[src/rtl/uart_rx.sv]
// UART receiver with oversampled start detection, optional parity and
// single-cycle result pulses. A received word is only published on
// valid or frame_err, so data never shows a partially shifted frame.
module uart_rx #(
  parameter int DATA_BITS  = 8,
  parameter int OVERSAMPLE = 16,
  parameter int PARITY_EN  = 0,
  parameter int PARITY_ODD = 0
) (
  input  logic                 clk,
  input  logic                 rst_n,
  input  logic                 rx_clk,
  input  logic                 rx,
  output logic [DATA_BITS-1:0] data,
  output logic                 valid,
  output logic                 parity_err,
  output logic                 frame_err,
  output logic                 busy
);

  localparam int CNT_W = $clog2(OVERSAMPLE);
  localparam int IDX_W = $clog2(DATA_BITS);
  localparam logic [CNT_W-1:0] HALF_LAST = CNT_W'(OVERSAMPLE / 2 - 1);
  localparam logic [CNT_W-1:0] FULL_LAST = CNT_W'(OVERSAMPLE - 1);
  localparam logic [IDX_W-1:0] IDX_LAST  = IDX_W'(DATA_BITS - 1);
  localparam logic             PAR_ODD   = (PARITY_ODD != 0);

  typedef enum logic [2:0] {
    IDLE,
    START,
    DATA,
    PARITY,
    STOP
  } state_t;

  // synchronizer and edge-detect history
  logic rx_meta_reg;
  logic rxs_reg;
  logic rxs_prev_reg;
  logic fall_edge;

  // frame state
  state_t               state_reg,      state_next;
  logic [CNT_W-1:0]     cnt_reg,        cnt_next;
  logic [IDX_W-1:0]     idx_reg,        idx_next;
  logic [DATA_BITS-1:0] shift_reg,      shift_next;
  logic                 par_bad_reg,    par_bad_next;
  logic                 edge_pend_reg,  edge_pend_next;

  // published results
  logic [DATA_BITS-1:0] data_reg,       data_next;
  logic                 valid_reg,      valid_next;
  logic                 parity_err_reg, parity_err_next;
  logic                 frame_err_reg,  frame_err_next;

  // Two-flop synchronizer for the asynchronous line; idles high so reset
  // never fabricates a falling edge.
  always_ff @(posedge clk) begin
    if (!rst_n) begin
      rx_meta_reg  <= 1'b1;
      rxs_reg      <= 1'b1;
      rxs_prev_reg <= 1'b1;
    end else begin
      rx_meta_reg  <= rx;
      rxs_reg      <= rx_meta_reg;
      rxs_prev_reg <= rxs_reg;
    end
  end

  assign fall_edge = rxs_prev_reg & ~rxs_reg;

  // State register for the receive FSM and its datapath.
  always_ff @(posedge clk) begin
    if (!rst_n) begin
      state_reg      <= IDLE;
      cnt_reg        <= '0;
      idx_reg        <= '0;
      shift_reg      <= '0;
      par_bad_reg    <= 1'b0;
      edge_pend_reg  <= 1'b0;
      data_reg       <= '0;
      valid_reg      <= 1'b0;
      parity_err_reg <= 1'b0;
      frame_err_reg  <= 1'b0;
    end else begin
      state_reg      <= state_next;
      cnt_reg        <= cnt_next;
      idx_reg        <= idx_next;
      shift_reg      <= shift_next;
      par_bad_reg    <= par_bad_next;
      edge_pend_reg  <= edge_pend_next;
      data_reg       <= data_next;
      valid_reg      <= valid_next;
      parity_err_reg <= parity_err_next;
      frame_err_reg  <= frame_err_next;
    end
  end

  // Next-state logic: the sample counter only moves on rx_clk ticks, and
  // each bit is sampled when the counter hits its last value.
  always_comb begin
    state_next      = state_reg;
    cnt_next        = cnt_reg;
    idx_next        = idx_reg;
    shift_next      = shift_reg;
    par_bad_next    = par_bad_reg;
    edge_pend_next  = 1'b0;
    data_next       = data_reg;
    valid_next      = 1'b0;
    parity_err_next = 1'b0;
    frame_err_next  = 1'b0;

    case (state_reg)
      IDLE: begin
        // A start edge seen on the stop-sample cycle is carried over here.
        if (fall_edge || edge_pend_reg) begin
          state_next   = START;
          cnt_next     = '0;
          idx_next     = '0;
          par_bad_next = 1'b0;
        end
      end

      START: begin
        if (rx_clk) begin
          if (cnt_reg == HALF_LAST) begin
            cnt_next = '0;
            idx_next = '0;
            // line back high at mid start bit means it was only a glitch
            state_next = rxs_reg ? IDLE : DATA;
          end else begin
            cnt_next = cnt_reg + 1'b1;
          end
        end
      end

      DATA: begin
        if (rx_clk) begin
          if (cnt_reg == FULL_LAST) begin
            cnt_next   = '0;
            shift_next = {rxs_reg, shift_reg[DATA_BITS-1:1]};
            if (idx_reg == IDX_LAST) begin
              idx_next   = '0;
              state_next = (PARITY_EN != 0) ? PARITY : STOP;
            end else begin
              idx_next = idx_reg + 1'b1;
            end
          end else begin
            cnt_next = cnt_reg + 1'b1;
          end
        end
      end

      PARITY: begin
        if (rx_clk) begin
          if (cnt_reg == FULL_LAST) begin
            cnt_next     = '0;
            par_bad_next = ((^shift_reg) ^ rxs_reg) != PAR_ODD;
            state_next   = STOP;
          end else begin
            cnt_next = cnt_reg + 1'b1;
          end
        end
      end

      STOP: begin
        if (rx_clk) begin
          if (cnt_reg == FULL_LAST) begin
            cnt_next       = '0;
            state_next     = IDLE;
            data_next      = shift_reg;
            edge_pend_next = fall_edge;
            if (rxs_reg) begin
              valid_next      = 1'b1;
              parity_err_next = (PARITY_EN != 0) && par_bad_reg;
            end else begin
              frame_err_next = 1'b1;
            end
          end else begin
            cnt_next = cnt_reg + 1'b1;
          end
        end
      end

      default: begin
        state_next = IDLE;
        cnt_next   = '0;
        idx_next   = '0;
      end
    endcase
  end

  assign data       = data_reg;
  assign valid      = valid_reg;
  assign parity_err = parity_err_reg;
  assign frame_err  = frame_err_reg;
  assign busy       = (state_reg != IDLE);

endmodule

[config.mk]
export PLATFORM = sky130hd
export DESIGN_NAME = uart_rx
export DESIGN_NICKNAME = d
export VERILOG_FILES = /design/src/rtl/uart_rx.sv
export SDC_FILE = /design/constraint.sdc
export NUM_CORES = 1
export LEC_CHECK = 0
export CELL_PAD_IN_SITES_DETAIL_PLACEMENT = 1
export CELL_PAD_IN_SITES_GLOBAL_PLACEMENT = 2
export CORE_MARGIN = 2
export CORE_UTILIZATION = 40
export DETAILED_ROUTE_END_ITERATION = 12
export DONT_BUFFER_PORTS = 1
export PLACE_DENSITY_LB_ADDON = 0.1
export SYNTH_ARGS = -nofsm -noshare
export SYNTH_HDL_FRONTEND = slang
export SYNTH_SLANG_ARGS = --single-unit
[constraint.sdc]
create_clock -name clk -period 3.1 [get_ports clk]
set_input_delay 0.465 -clock clk [delete_from_list [all_inputs] [get_ports clk]]
set_output_delay 0.465 -clock clk [all_outputs]
set_load 0.01 [all_outputs]
==> results.py <==
metrics = {
    "run_status": {
        "outcome": "complete, no violations",
    },
    "logic_synthesis": {
        "synth_ff_type": "dfxtp_1",
        "synth_seq_cells": 32,
        "seq_area_frac_synth": 0.450,
        "yosysWarnings": 0,
        "synth_edf_count": 0,
        "synthesis.area_um2": 1420,
        "synth_cells": 148,
        "synth_fp_nets": 155,
        "synthArstFlopShare": 0,
        "ys_types": 38,
        "synth.avg_cell_area_um2": 9.61,
    },
    "grt": {
        "grt_pass1_wl_um": 4790,
        "overflow": 0,
        "grt_max_degree": 21,
        "track_usage": 0.157,
        "antenna_found_initial": 0,
        "grt_pass1_vias": 971,
    },
    "sta": {
        "period_minus_slack_ns": 1.90,
        "slew_headroom": 0.579,
        "max_freq_mhz": 525,
        "hold_violations": 0,
        "rsz0062_at_grt": "no",
        "finalWorstSetupSlack_ns": 1.20,
        "tns_ns": 0,
        "tightest_slew_ns": 0.629,
        "drv_slew": 0,
        "period_share": 0.614,
        "final-setup-viol-count": 0,
        "skew_ns": 0.00981,
    },
    "detailed_routing": {
        "num_vias": 1013,
        "m1WireLength_um": 1260,
        "top_layer_used": "met4",
        "drcViolationCount": 0,
        "drtIter0Drc": 31,
        "drt_first_pass_iters": 4,
        "wl_met2_um": 1330,
        "ant_nets": 0,
        "wl_per_cell_um": 14.3,
        "drt-total-wl_um": 2740,
        "wl_met3_um": 96,
        "vias_per_cell": 5.28,
    },
    "cts": {
        "tritoncts": "done",
        "holdBufCountCts": 0,
        "path_clk_slew_ns": 0.09,
        "post_cts_resized": 0,
        "htreeDepth": 2,
        "cts.path.max_buffers": 2,
        "root_buffer": "clkbuf_4",
        "clock_latency_ns": 0.33,
        "cts_sinks": 32,
        "numCtsBuffers": 5,
        "post_cts_buffers": 0,
    },
    "layout": {
        "drive_above_1_share": 0.137,
        "stdcell_count": 192,
        "fill_cells": 414,
        "nNetsFinal": 152,
        "antenna_cells": 0,
        "area_growth_pct": 6.16,
    },
    "placed_design": {
        "dp.cells": 184,
        "post-place-ws_ns": 1.19,
        "port_buffers": 0,
        "hpwl_um": 1930,
        "gp_congestion": 0.815,
    },
    "worst_setup_path": {
        "cp_top_family": "simple AND/OR/NAND/NOR gates",
        "reg2reg_to": "data[2]",
        "startpoint_type": "flop",
        "worstPathRequired_ns": 3.30,
        "path_cells": "ha_1 > and4_2 > nand3_1 > mux2i_1 > nor2_1",
        "crit_type": "reg2reg",
        "timing.rr.start": "cnt_reg[0]",
        "critPathMaxFanout": 10,
        "reg2reg_depth": 5,
        "cp_data_arrival_time_ns": 2.10,
        "r2r_slack_ns": 1.20,
        "crit_slowest_cell": "nand3_1",
        "path_buf_inv": 0,
        "critical_path.max_stage_delay_ns": 0.46,
        "worstSetupEndpointType": "flop",
    },
    "power": {
        "peakVddDrop_mv": 0.314,
        "power_density_nw_per_um2": 621,
        "p_leak_uw": 0.000603,
    },
    "floorplanning": {
        "start_util": 0.423,
        "core_um2": 3360,
        "io_pins": 16,
        "dieArea_um2": 4050,
        "die-height_um": 63.6,
        "die_w_um": 63.6,
        "rows": 21,
    },
    "job": {
        "maxCapViolCount": 0,
    },
    "hold_path": {
        "hp-start": "rst_n",
        "whs_endpoint": "rxs_reg",
        "hold_depth": 1,
        "hp-class": "in2reg",
    },
}
## layer usage
layer	vias up	GRT usage
li1	504	-
met4	0	0.0897
met3	4	0.0518
met5	-	0
met1	493	0.188
met2	12	0.243
## per-stage QoR
stage | utilization | power [uW] | hold WS [ns] | cell area [um2]
2_1_floorplan | - | 578 | 0.386 | 1420
3_3_place_gp | 0.421 | 594 | 0.396 | 1420
3_5_place_dp | 0.421 | 595 | 0.396 | 1420
4_1_cts | 0.449 | 956 | 0.186 | 1510
5_1_grt | 0.449 | 987 | 0.185 | 1510
6_report | 0.449 | 938 | 0.212 | 1510
## cell type report
| cell class | count | area [um2] | area share |
|---|---|---|---|
| Inverter | 3 | 11.3 | 0.00746 |
| Tap cell | 46 | 57.6 | 0.0381 |
| Clock buffer | 7 | 65.1 | 0.0431 |
| Clock inverter | 1 | 30.0 | 0.0199 |
| Multi-Input combinational cell | 103 | 706 | 0.467 |
| Sequential cell | 32 | 641 | 0.424 |
## synth_stat cells, types with 4 or more instances
master     n  area [um2]
clkbuf_1   4        15.0
mux2i_1   21         210
nor2_1    24        90.1
dfxtp_1   32         641
nand3_1    5        25.0
nand2_1    9        33.8
nand2b_1   4        25.0
## worst reg2reg max path, stage by stage, from the launching register on
cell and delay (ns):
dfxtp_1 0.39, ha_1 0.26, and4_2 0.28, nand3_1 0.47, mux2i_1 0.32, nor2_1 0.06
## power breakdown
group	leakage, uW	switching, uW	internal, uW
combinational	0.000293	84.8	59.5
sequential	0.000258	18.7	421
clock	0.0000515	140	214
## placed cells by master, fill, tap and decap left out, drive strengths merged
cell     count
inv          3
and3         1
nand4b       2
nand2        9
o211ai       2
ha           3
o21a         1
nand3        5
bufinv       1
xnor2        3
clkbuf       7
a21oi        3
nand3b       1
nor2        26
nor3         2
nand2b       4
and2         3
o21ai        3
o2111ai      1
or2b         1
a31o         2
and4         1
dfxtp       32
or2          2
or4          1
a32oi        1
o41ai        1
nor2b        1
mux2i       21
a311o        1
conb         1
a211oi       1
## worst max-delay path by stage
stage | to | from | depth (start not counted) | slack, ns
2_1_floorplan | data[0] | cnt_reg[0] | 6 | 1.64
3_3_place_gp | data[1] | cnt_reg[0] | 5 | 1.25
3_5_place_dp | data[1] | cnt_reg[0] | 5 | 1.19
4_1_cts | data[2] | cnt_reg[0] | 5 | 1.16
5_1_grt | data[1] | cnt_reg[0] | 5 | 1.00
6_report | data[2] | cnt_reg[0] | 5 | 1.20
## logic make-up after synthesis
group | Yosys count | share of synthesized area
AOI/OAI and AO/OA | 16 | 0.0897
DFF | 32 | 0.450
xor gates and xnor gates | 3 | 0.0185
other | 1 | 0.00264
muxes | 21 | 0.148
buffers and inverters | 13 | 0.0536
and+or+nand+nor | 59 | 0.211
adders and majority gates | 3 | 0.0264
No activity file was read; power rests on OpenSTA's default activity.
